File: src/rtl/tpu_preload_sequencer.sv
// Purpose : sequences one TPU pre-load job: streamed 64-word weight/activation load,
//           then compensation-weight preload, weight preload, calculation and a done pulse.
// Latency : start sampled in IDLE -> LOAD next cycle; with in_valid held high, done in cycle 99.
// Backpressure: in_ready is high only in LOAD. in_valid low stalls the load indefinitely.
//           The later phases run for fixed lengths and cannot be stalled.
// Ports   : clk/rst_n (async active-low); start_i (job request); in_valid_i/in_ready_o (load handshake);
//           mem_wr_en_o, weight_wr_addr_o, act_wr_addr_o (memory write side); load_mem_done_o (level);
//           preload_cweight_o, preload_weight_o, cal_o (phase strobes); row_idx_o, cal_cnt_o (phase
//           indices); busy_o, done_o (job status).
module tpu_preload_sequencer #(
   parameter int ARRAY_N    = 8,
   parameter int ADDR_W     = 6,
   parameter int CW_ROWS    = 3,
   parameter int CAL_CYCLES = 23
) (
   input  logic              clk,
   input  logic              rst_n,
   input  logic              start_i,
   input  logic              in_valid_i,
   output logic              in_ready_o,
   output logic              mem_wr_en_o,
   output logic [ADDR_W-1:0] weight_wr_addr_o,
   output logic [ADDR_W-1:0] act_wr_addr_o,
   output logic              load_mem_done_o,
   output logic              preload_cweight_o,
   output logic              preload_weight_o,
   output logic              cal_o,
   output logic [2:0]        row_idx_o,
   output logic [4:0]        cal_cnt_o,
   output logic              busy_o,
   output logic              done_o
);

   typedef enum logic [2:0] {
      S_IDLE   = 3'd0,
      S_LOAD   = 3'd1,
      S_PRE_CW = 3'd2,
      S_PRE_W  = 3'd3,
      S_CAL    = 3'd4,
      S_DONE   = 3'd5
   } state_t;

   localparam logic [ADDR_W-1:0] ADDR_LAST   = ADDR_W'(ARRAY_N * ARRAY_N - 1);
   localparam logic [ADDR_W-1:0] ADDR_ONE    = ADDR_W'(1);
   localparam logic [2:0]        ROW_CW_LAST = 3'(CW_ROWS - 1);
   localparam logic [2:0]        ROW_W_LAST  = 3'(ARRAY_N - 1);
   localparam logic [4:0]        CAL_LAST    = 5'(CAL_CYCLES - 1);

   state_t            state_q, state_d;
   logic [ADDR_W-1:0] addr_q,  addr_d;
   logic [2:0]        row_q,   row_d;
   logic [4:0]        cal_q,   cal_d;
   logic              lmd_q,   lmd_d;
   logic              accept;

   // The only input-to-output path: a beat is written in the same cycle it is offered.
   assign accept = in_valid_i & (state_q == S_LOAD);

   // State and counter registers.
   always_ff @(posedge clk or negedge rst_n) begin
      if (!rst_n) begin
         state_q <= S_IDLE;
         addr_q  <= '0;
         row_q   <= '0;
         cal_q   <= '0;
         lmd_q   <= 1'b0;
      end else begin
         state_q <= state_d;
         addr_q  <= addr_d;
         row_q   <= row_d;
         cal_q   <= cal_d;
         lmd_q   <= lmd_d;
      end
   end

   // Next-state logic. Each phase counter returns to 0 when its phase ends,
   // so the index outputs are already 0 outside their phases.
   always_comb begin
      state_d = state_q;
      addr_d  = addr_q;
      row_d   = row_q;
      cal_d   = cal_q;
      lmd_d   = lmd_q;
      case (state_q)
         S_IDLE: begin
            addr_d = '0;
            row_d  = '0;
            cal_d  = '0;
            if (start_i) begin
               state_d = S_LOAD;
               lmd_d   = 1'b0;
            end
         end
         S_LOAD: begin
            if (accept) begin
               // Increments from the last address back to 0.
               addr_d = addr_q + ADDR_ONE;
               if (addr_q == ADDR_LAST) begin
                  state_d = S_PRE_CW;
                  lmd_d   = 1'b1;
               end
            end
         end
         S_PRE_CW: begin
            if (row_q == ROW_CW_LAST) begin
               row_d   = '0;
               state_d = S_PRE_W;
            end else begin
               row_d = row_q + 3'd1;
            end
         end
         S_PRE_W: begin
            if (row_q == ROW_W_LAST) begin
               row_d   = '0;
               state_d = S_CAL;
            end else begin
               row_d = row_q + 3'd1;
            end
         end
         S_CAL: begin
            if (cal_q == CAL_LAST) begin
               cal_d   = '0;
               state_d = S_DONE;
            end else begin
               cal_d = cal_q + 5'd1;
            end
         end
         S_DONE:  state_d = S_IDLE;
         default: state_d = S_IDLE;
      endcase
   end

   // Output decode from registered state; start is never seen by the outputs.
   always_comb begin
      in_ready_o        = (state_q == S_LOAD);
      mem_wr_en_o       = accept;
      weight_wr_addr_o  = addr_q;
      act_wr_addr_o     = addr_q;
      load_mem_done_o   = lmd_q;
      preload_cweight_o = (state_q == S_PRE_CW);
      preload_weight_o  = (state_q == S_PRE_W);
      cal_o             = (state_q == S_CAL);
      row_idx_o         = ((state_q == S_PRE_CW) || (state_q == S_PRE_W)) ? row_q : 3'd0;
      cal_cnt_o         = (state_q == S_CAL) ? cal_q : 5'd0;
      busy_o            = (state_q != S_IDLE);
      done_o            = (state_q == S_DONE);
   end

endmodule

File: config.mk
export PLATFORM = sky130hd
export DESIGN_NAME = tpu_preload_sequencer
export DESIGN_NICKNAME = d
export VERILOG_FILES = /design/src/rtl/tpu_preload_sequencer.sv
export SDC_FILE = /design/constraint.sdc
export NUM_CORES = 1
export LEC_CHECK = 0
export BUFFER_PORTS_ARGS = -buffer_cell sky130_fd_sc_hd__buf_2
export CAP_MARGIN = 20
export CORE_MARGIN = 10
export CORE_UTILIZATION = 45
export DETAILED_ROUTE_END_ITERATION = 6
export PLACE_DENSITY = 0.7
export SLEW_MARGIN = 25
export SYNTH_ARGS = -nofsm -noshare
export SYNTH_HDL_FRONTEND = slang
export SYNTH_SLANG_ARGS = --single-unit
File: constraint.sdc
create_clock -name clk -period 1.78 [get_ports clk]
set_clock_uncertainty 0.2 [all_clocks]
set_input_delay 0.267 -clock clk [delete_from_list [all_inputs] [get_ports clk]]
set_output_delay 0.267 -clock clk [all_outputs]
set_load 0.03 [all_outputs]
==> results of run 1 <==
==> worst max-delay path: stages (launching register included) <==
cell and delay (ns):
dfrtp_1 0.41, or3b_4 0.44, clkinv_4 0.08, and2_4 0.14
buf_6 0.12
==> layer usage <==
metal	track usage (%)	wire length, µm	vias to the layer above
li1	-	-	537
met1	12.82	1335	531
met2	20.67	1539	25
met3	5.718	268	6
met4	4.086	52	0
met5	0	0	-
==> registers in the layout, summed over array words and instances (netlist names) <==
name	flops
load_mem_done_o	1
state_q	3
act_wr_addr_o	6
row_q	3
cal_q	5
==> where the power goes <==
part | leakage (nW) | switching [mW] | internal [mW] | total (mW)
sequential | 0.243 | 0.0446 | 0.447 | 0.492
combinational | 0.586 | 0.277 | 0.136 | 0.413
clock | 0.0210 | 0.143 | 0.125 | 0.268
total | 0.849 | 0.465 | 0.708 | 1.17
==> cell type report <==
cell class / instances / area (µm²) / share of cell area (%)
tap: 30 / 37.54 / 2.216
clock buffer: 4 / 36.28 / 2.142
timing repair buffer: 55 / 456.7 / 26.96
sequential: 18 / 450.4 / 26.59
inverter: 6 / 27.53 / 1.625
multi-input combinational: 93 / 685.7 / 40.47
==> logic make-up after synthesis <==
kind of cell    after synthesis  share of synthesized area [%]
simple gates                 61                          29.98
compound gates               23                          13.75
flops                        18                          38.96
buf+inv                      17                          8.225
fa+ha+maj                     6                          6.493
mux                           3                          2.598
==> placed cells by master, fill, tap and decap left out, drive strengths merged, types with 3 or more instances in the layout <==
master / n
a21oi: 3
and2: 10
and3: 3
buf: 53
clkbuf: 4
dfrtp: 18
ha: 6
inv: 5
mux2i: 3
nand2: 16
nand2b: 3
nand3: 6
nor2: 6
nor2b: 3
o21ai: 8
or2: 3
==> worst min path at each step <==
stage	start	end	slack [ns]
floorplan	rst_n	act_wr_addr_o[0]	-0.23
CTS	in_valid_i	act_wr_addr_o[0]	0.17
finish	in_valid_i	act_wr_addr_o[0]	0.18
detailed placement	rst_n	cal_q[3]	0.03
global placement	rst_n	cal_q[2]	0.02
global route	in_valid_i	act_wr_addr_o[0]	0.23
==> timing repair <==
item / in CTS / in global routing
setup buffers: 10 / 8
endpoints found under the setup margin: 15 / 19
endpoints found under the hold margin: 19 / 0
hold buffers: 2 / 0
gates resized for setup: 43 / 11
pin swaps: 5 / 7
==> per-stage QoR <==
| step | TNS, ns | std cells |
|---|---|---|
| 4_1_cts | -1.643 | 202 |
| 5_1_grt | -2.779 | 206 |
| 3_5_place_dp | 0 | 186 |
| 2_1_floorplan | 0 | 128 |
| 6_report | -1.910 | 206 |
| 3_3_place_gp | 0 | 186 |
==> reports/results.ini, run 1 <==
[status]
status=complete, but fails checks
violations=setup timing

[setup_path]
crit_start=state_q[0]
crit_path_start_kind=register
crit_type=register to output pin
worstReg2RegEnd=load_mem_done_o
rrSetupSlack_ns=0.05
worstPathArrival_ns=1.50
crit_path_max_fanout=6
end_kind=output pin
reg2regPathDepth=7
required_ns=1.31
cp-endpoint=cal_cnt_o[3]
r2r-start=state_q[2]

[synthesis]
yosysWarnings=0
synth_seq_area_share_pct=38.96
yosysTopAreaCell=dfrtp_1
synth_top_area_share_pct=38.96
synth_area_um2=1156
synth.avg_cell_area_um2=9.032
synth_commonest_cells=18 x dfrtp_1, 16 x nand2_1, 9 x and2_1
synth_edf_count=0
ys_ff_latch=18
synth_nets=138
netlist_top_cells_area=dfrtp_1 39%, ha_1 6.5%, nand2_1 5.2%, and2_1 4.9%, buf_4 3.9%
yosysMostFrequentCell=dfrtp_1
synth_top_flop_cell=dfrtp_1
async_flop_share_pct=100.0
synth.distinct_cells=44
synthCells=128

[placed_design]
place.gp.congestion=0.7698
place_hpwl_um=2216
dpl_cell_area_um2=1346
pre_cts_slack_ns=0.04412
portBuffers=31

[clock_network]
path_clk_slew_ns=0.11
htree_num_levels=1
cts_made_buffers=3
clock_latency_ns=0.31
cts_buffer_depth=2
cts_tree=built
cts_root_buffer=clkbuf_4
cts_num_sinks=18

[cells_and_area]
drive_gt1_share_pct=45.45
fin_area_um2=1694
n_antenna_cell=0
n_fill_cell=173
syn2layout_area_growth_pct=46.54
final_util_pct=69.01
fin_nets=187

[sta]
fmax_mhz=509.0
fin_hold_ws_ns=0.1753
period_share_pct=110.4
rsz0062_at_grt=true
hold_viol=0
worst_slack_ns=-0.1848
min_period_ns=1.965
worst-slew-pin-transition_ns=0.4120
finalMaxSlewViolations=0
setup_viol=15
relSlewSlack_pct=72.53

[route]
routed_wl_um=3195
wl_per_cell_um=15.51
antenna_left=0
via_per_inst=5.335
drt_pass1_iterations=4
drt_iter0_drc=90
drc=0
vias=1099

[run]
cap_viol_max_count=0

[global_route]
grt_pass1_vias=1119
grt_overflow_total=0
antenna_found_initial=0
grt_max_degree=19
grt.total_usage_pct=12.12
grt_first_pass_wirelength_um=5119

[floorplanning]
die_y_um=70.69
ios=32
design.core.area_um2=2455
die_w_um=70.69
dieArea_um2=4996
start_util_pct=47.09
fp-row-count=18

[hold_path]
holdPathStages=4
hp-class=input pin to register

[power]
vdd_drop_max_v=0.0006514
finalPower_mw=1.173
cellPowerDensity_nw_per_um2=692.5
p_leak_nw=0.8493

No activity file was read; power rests on OpenSTA's default activity.
==> inputs of run 2 (changes only) <==
--- a/config.mk
+++ b/config.mk
@@ -11,6 +11,7 @@
 export CORE_UTILIZATION = 45
 export DETAILED_ROUTE_END_ITERATION = 6
 export PLACE_DENSITY = 0.7
+export SKIP_LAST_GASP = 1
 export SLEW_MARGIN = 25
 export SYNTH_ARGS = -nofsm -noshare
 export SYNTH_HDL_FRONTEND = slang
==> reports/results.ini, run 2 (same netlist as run 1, synthesis figures left out) <==
[sta]
worst-slew-pin-transition_ns=0.4124  ; +0.0003630 ns
min_period_ns=1.940  ; -0.02521 ns
fin_hold_ws_ns=0.1903  ; +0.01497 ns
setup_viol=16  ; +1
period_share_pct=109.0  ; -1.4 points
finalMaxSlewViolations=0  ; unchanged
relSlewSlack_pct=72.51  ; about the same
hold_viol=0  ; unchanged
worst_slack_ns=-0.1596  ; +0.02521 ns
rsz0062_at_grt=true
fmax_mhz=515.6  ; +1.3%

[clock_network]
cts_buffer_depth=2  ; unchanged
cts_root_buffer=clkbuf_4
cts_made_buffers=3  ; unchanged
path_clk_slew_ns=0.11  ; about the same
cts_tree=built
cts_num_sinks=18  ; unchanged
clock_latency_ns=0.30  ; about the same
htree_num_levels=1  ; unchanged

[power]
p_sw_share_pct=39.16  ; -0.48 points
combPwrFrac_pct=35.3  ; about the same
vdd_drop_max_v=0.0007319  ; +12%
p_leak_nw=0.8387  ; -1.2%
cellPowerDensity_nw_per_um2=703.0  ; +1.5%
seqPwrFrac_pct=42.3  ; +0.4 points
intPower_mw=0.7068  ; -0.18%
p_clk_share_pct=22.4  ; -0.5 points
p_switching_mw=0.4551  ; -2.2%

[route]
routed_wl_um=3076  ; -3.7%
vias=1115  ; +1.5%
drc=0  ; unchanged
wl_met1_um=1217  ; -8.8%
drt_iter0_drc=99  ; +10%
highest_layer=met4
antenna_left=0  ; unchanged
drt_pass1_iterations=4  ; unchanged
wl_met2_um=1537  ; -0.13%
via_per_inst=5.439  ; +2.0%
wl_met3_um=295  ; +10%
wl_per_cell_um=15.00  ; -3.3%

[run]
cap_viol_max_count=0  ; unchanged

[cells_and_area]
mostFrequentLayoutCell=buf_4
largest_reg_flops=6  ; unchanged
layout_common_cells=19 x buf_4, 18 x dfrtp_1, 17 x buf_2
syn2layout_area_growth_pct=42.97
n_antenna_cell=0  ; unchanged
instances_no_fill=205  ; -0.49%
fin_nets=186  ; -0.53%
fin_area_um2=1653  ; -2.4%
drive_gt1_share_pct=45.14  ; -0.31 points

[setup_path]
required_ns=1.31  ; about the same
end_kind=output pin
crit_path_start_kind=register
crit_type=register to output pin
crit_path_max_fanout=6  ; unchanged
rrSetupSlack_ns=-0.01  ; -0.06 ns
worstPathArrival_ns=1.47  ; -0.03 ns

[floorplanning]
start_util_pct=47.09  ; unchanged
die_y_um=70.69  ; unchanged
design.core.area_um2=2455  ; unchanged
die_w_um=70.69  ; unchanged
ios=32  ; unchanged
fp-row-count=18  ; unchanged
dieArea_um2=4996  ; unchanged

[global_route]
grt_first_pass_wirelength_um=5106  ; -0.25%
antenna_found_initial=0  ; unchanged
grt_overflow_total=0  ; unchanged
grt.total_usage_pct=12.03  ; -0.085 points
grt_max_degree=19  ; unchanged
grt_pass1_vias=1119  ; unchanged

[placed_design]
place.gp.congestion=0.7698  ; unchanged
dpl_cell_area_um2=1346  ; unchanged
dp_cells=186  ; unchanged
place_hpwl_um=2216  ; unchanged
portBuffers=31  ; unchanged

[hold_path]
hp-class=input pin to register

[status]
violations=setup timing
status=complete, but fails checks

-- run 2: metal layers --
metal  up-vias  global-route usage, %
met4         0                  4.086
li1        535                      -
met3         4                  5.718
met1       542                  12.90
met5         -                      0
met2        34                  20.28
-- run 2: area by class of cell --
| class | count | area, µm² |
|---|---|---|
| inverter | 6 | 27.53 |
| sequential | 18 | 450.4 |
| multi-input combinational | 93 | 673.1 |
| timing repair buffer | 54 | 427.9 |
| tap | 30 | 37.54 |
| clock buffer | 4 | 36.28 |
| fill | 181 | 802.0 |
-- run 2: what timing repair did --
action | in CTS | in global routing
hold buffers | 2 | 0
setup endpoints to repair | 15 | 19
pin swaps | 5 | 5
buffers inserted | 10 | 3
gates resized for setup | 42 | 4
endpoints found under the hold margin | 19 | 0
-- run 2: final timing paths --
check                            from               end  cells after the start
max                        state_q[1]      cal_cnt_o[3]                      4
min                        in_valid_i  act_wr_addr_o[0]                      4
max reg2reg                state_q[1]        state_q[0]                      7
min reg2reg                  cal_q[0]          cal_q[0]                      1
max in group asynchronous       rst_n          row_q[0]                      2
min in group asynchronous       rst_n          cal_q[3]                      2
-- run 2: per-stage QoR --
stage | power (mW) | setup TNS (ns) | worst slack, ns | util (%)
CTS | 1.164 | -1.699 | -0.1694 | 65.55
global placement | 0.8766 | 0 | 0.09063 | 54.84
floorplan | 0.8028 | 0 | 0.08248 | -
finish | 1.162 | -1.662 | -0.1596 | 67.33
detailed placement | 0.8849 | 0 | 0.04412 | 54.84
global route | 1.235 | -3.253 | -0.2369 | 67.33
-- run 2: power by group through the flow --
stage	combinational (mW)	sequential [mW]	clock (mW)
global placement	0.382	0.495	0
global route	0.448	0.498	0.289
detailed placement	0.385	0.500	0
CTS	0.408	0.492	0.264
finish	0.410	0.492	0.260
floorplan	0.229	0.574	0
-- run 2: critical path, stage by stage (launching register included) --
cell and delay [ns]:
dfrtp_1 0.40, or3b_4 0.44, clkinv_4 0.08, and2_4 0.14
buf_6 0.12
==> inputs of run 3 (changes only) <==
--- a/config.mk
+++ b/config.mk
@@ -5,12 +5,16 @@
 export SDC_FILE = /design/constraint.sdc
 export NUM_CORES = 1
 export LEC_CHECK = 0
+export ABC_AREA = 1
 export BUFFER_PORTS_ARGS = -buffer_cell sky130_fd_sc_hd__buf_2
 export CAP_MARGIN = 20
+export CELL_PAD_IN_SITES_DETAIL_PLACEMENT = 0
+export CELL_PAD_IN_SITES_GLOBAL_PLACEMENT = 1
 export CORE_MARGIN = 10
-export CORE_UTILIZATION = 45
+export CORE_UTILIZATION = 37
 export DETAILED_ROUTE_END_ITERATION = 6
-export PLACE_DENSITY = 0.7
+export HOLD_SLACK_MARGIN = 0.03
+export PLACE_DENSITY_LB_ADDON = 0.1
 export SKIP_LAST_GASP = 1
 export SLEW_MARGIN = 25
 export SYNTH_ARGS = -nofsm -noshare
==> reports/results.ini, run 3 <==
[status]
status=complete, but fails checks
violations=setup timing

[setup_path]
required_ns=1.31  ; about the same
critPathSlowestCell=dfrtp_2
reg2regPathDepth=8  ; +1
cp.depth=5  ; +1
crit_path_start_kind=register
path_delay_family=flip-flops
worstPathArrival_ns=1.31  ; -0.16 ns
path_cells=inv_4, nor2_4, inv_2, nor2_1, buf_4
crit_path_max_fanout=5  ; -1
end_kind=output pin
rrSetupSlack_ns=0.13  ; +0.14 ns
critPathMaxStageDelay_ns=0.46  ; +0.02 ns
path_buf_inv=3  ; +1
crit_type=register to output pin

[synthesis]
yosysWarnings=0  ; unchanged
synth_nets=169  ; +22%
synth.avg_cell_area_um2=7.775  ; -14%
ys_ff_latch=18  ; unchanged
synth_top_flop_cell=dfrtp_1
synth_commonest_cells=29 x nand2_1, 20 x inv_1, 18 x dfrtp_1
synth_top_area_share_pct=36.44  ; -2.5 points
async_flop_share_pct=100.0  ; unchanged
synth_seq_area_share_pct=36.44  ; -2.5 points
synthCells=159  ; +24%
synth_edf_count=0  ; unchanged
yosysMostFrequentCell=nand2_1
synth.distinct_cells=26  ; -41%
synth_area_um2=1236  ; +6.9%
netlist_top_cells_area=dfrtp_1 36%, nand2_1 8.8%, ha_1 6.1%, inv_1 6.1%, nand3_1 5.7%
yosysTopAreaCell=dfrtp_1

[placed_design]
place.gp.congestion=0.7664  ; -0.44%
portBuffers=31  ; unchanged
dp_cells=229  ; +23%
pre_cts_slack_ns=0.1257  ; +0.08154 ns
place_hpwl_um=2356  ; +6.3%

[sta]
min_period_ns=1.782  ; -0.1579 ns
period_share_pct=100.1  ; -8.9 points
fmax_mhz=561.3  ; +8.9%
rsz0062_at_grt=true
setup_viol=1  ; -15
fin_tns_setup_ns=-0.001716  ; +1.660 ns
worst_slack_ns=-0.001716  ; +0.1579 ns
worst-slew-pin-transition_ns=0.4195  ; +0.007162 ns
finalMaxSlewViolations=0  ; unchanged
hold_viol=0  ; unchanged
relSlewSlack_pct=72.03  ; -0.48 points

[cells_and_area]
syn2layout_area_growth_pct=36.13
largest_reg_flops=6  ; unchanged
n_fill_cell=310  ; +71%
mostFrequentLayoutCell=nand2_1
instances_no_fill=248  ; +21%
n_antenna_cell=0  ; unchanged
layout_common_cells=29 x nand2_1, 19 x inv_1, 18 x buf_4
fin_nets=215  ; +16%
drive_gt1_share_pct=42.16  ; -3.0 points

[clock_network]
cts_num_sinks=18  ; unchanged
cts_made_buffers=3  ; unchanged
path_clk_slew_ns=0.13  ; +0.02 ns
cts_root_buffer=clkbuf_4
cts_buffer_depth=2  ; unchanged
cts_tree=built
clock_latency_ns=0.31  ; about the same
htree_num_levels=1  ; unchanged

[run]
cap_viol_max_count=0  ; unchanged

[floorplanning]
ios=32  ; unchanged
design.core.area_um2=3128  ; +27%
dieArea_um2=6053  ; +21%
start_util_pct=39.52  ; -7.6 points
fp-row-count=20  ; +2
die_y_um=77.80  ; +10%
die_w_um=77.80  ; +10%

[route]
routed_wl_um=3191  ; +3.7%
drt_iter0_drc=56  ; -43%
drc=0  ; unchanged
antenna_left=0  ; unchanged
vias=1146  ; +2.8%
wl_per_cell_um=12.87  ; -14%
drt_pass1_iterations=4  ; unchanged
via_per_inst=4.621  ; -15%

[global_route]
grt_pass1_vias=1176  ; +5.1%
grt.total_usage_pct=10.80  ; -1.2 points
antenna_found_initial=0  ; unchanged
grt_overflow_total=0  ; unchanged
grt_max_degree=19  ; unchanged
grt_first_pass_wirelength_um=5423  ; +6.2%

[hold_path]
hp-class=input pin to async pin

[power]
p_leak_nw=0.8949  ; +6.7%
cellPowerDensity_nw_per_um2=1689  ; +140%
vdd_drop_max_v=0.0009989  ; +36%

## run 3: per-layer routing
metal  up-vias  part of all wire (%)  GRT usage (%)
met4         0                  0.66          3.832
met2        19                    48          17.08
met3         2                   6.6          3.341
li1        588                     -              -
met5         -                     0              0
met1       537                    45          13.47
## run 3: worst register-to-register path, stage by stage, from the launching register on
cell and delay (ns):
dfrtp_1 0.42, ha_1 0.21, inv_1 0.05, nor2_1 0.21
nand3_1 0.15, nand2_2 0.12, nand3_1 0.08, nand2_1 0.06
nand2_1 0.05
## run 3: through the flow
| step | power (mW) | util, % | hold slack (ns) | cell area (µm²) |
|---|---|---|---|---|
| 3_5_place_dp | 2.152 | 44.92 | 0.03531 | 1405 |
| 2_1_floorplan | 1.820 | - | -0.2286 | 1236 |
| 4_1_cts | 2.764 | 51.80 | 0.2240 | 1620 |
| 3_3_place_gp | 2.141 | 44.92 | 0.03124 | 1405 |
| 5_1_grt | 3.081 | 53.80 | 0.2412 | 1683 |
| 6_report | 2.842 | 53.80 | 0.2056 | 1683 |
## run 3: cell families (layout without fill, tap and decap cells)
| kind of cell | count (synthesis) | after routing | synth area share (%) |
|---|---|---|---|
| AO/OA/AOI/OAI | 16 | 16 | 7.186 |
| XOR/XNOR | 4 | 4 | 2.835 |
| adder cells (fa/ha/maj) | 6 | 6 | 6.073 |
| AND/OR/NAND/NOR | 80 | 80 | 33.81 |
| buffers and inverters | 35 | 80 | 13.66 |
| flip-flops | 18 | 18 | 36.44 |
## run 3: what timing repair did
action | 4_1_cts | 5_1_grt
hold endpoints to repair | 19 | 0
gates resized for setup | 30 | 16
setup endpoints to repair | 15 | 15
buffers inserted | 11 | 2
hold buffers | 2 | 0
pin swaps | 5 | 3
## run 3: report_power, final
| part | switching, mW | internal [mW] | total, mW |
|---|---|---|---|
| registers | 0.143 | 0.527 | 0.671 |
| clock network | 0.145 | 0.125 | 0.270 |
| logic | 1.15 | 0.755 | 1.90 |
## run 3: layout make-up
| cell class | count | area (µm²) | share of cell area (%) |
|---|---|---|---|
| Tap cell | 44 | 55.05 | 3.271 |
| Sequential cell | 18 | 454.2 | 26.99 |
| Multi-Input combinational cell | 106 | 641.9 | 38.14 |
| Timing Repair Buffer | 48 | 370.4 | 22.01 |
| Inverter | 28 | 125.1 | 7.435 |
| Clock buffer | 4 | 36.28 | 2.156 |
## run 3: worst paths after layout
| path | start | end |
|---|---|---|
| max | state_q[1] | row_idx_o[0] |
| min | rst_n | row_q[1] |
| max reg2reg | act_wr_addr_o[1] | state_q[0] |
| min reg2reg | load_mem_done_o | load_mem_done_o |
| max in group asynchronous | rst_n | state_q[1] |
| min in group clk | start_i | load_mem_done_o |
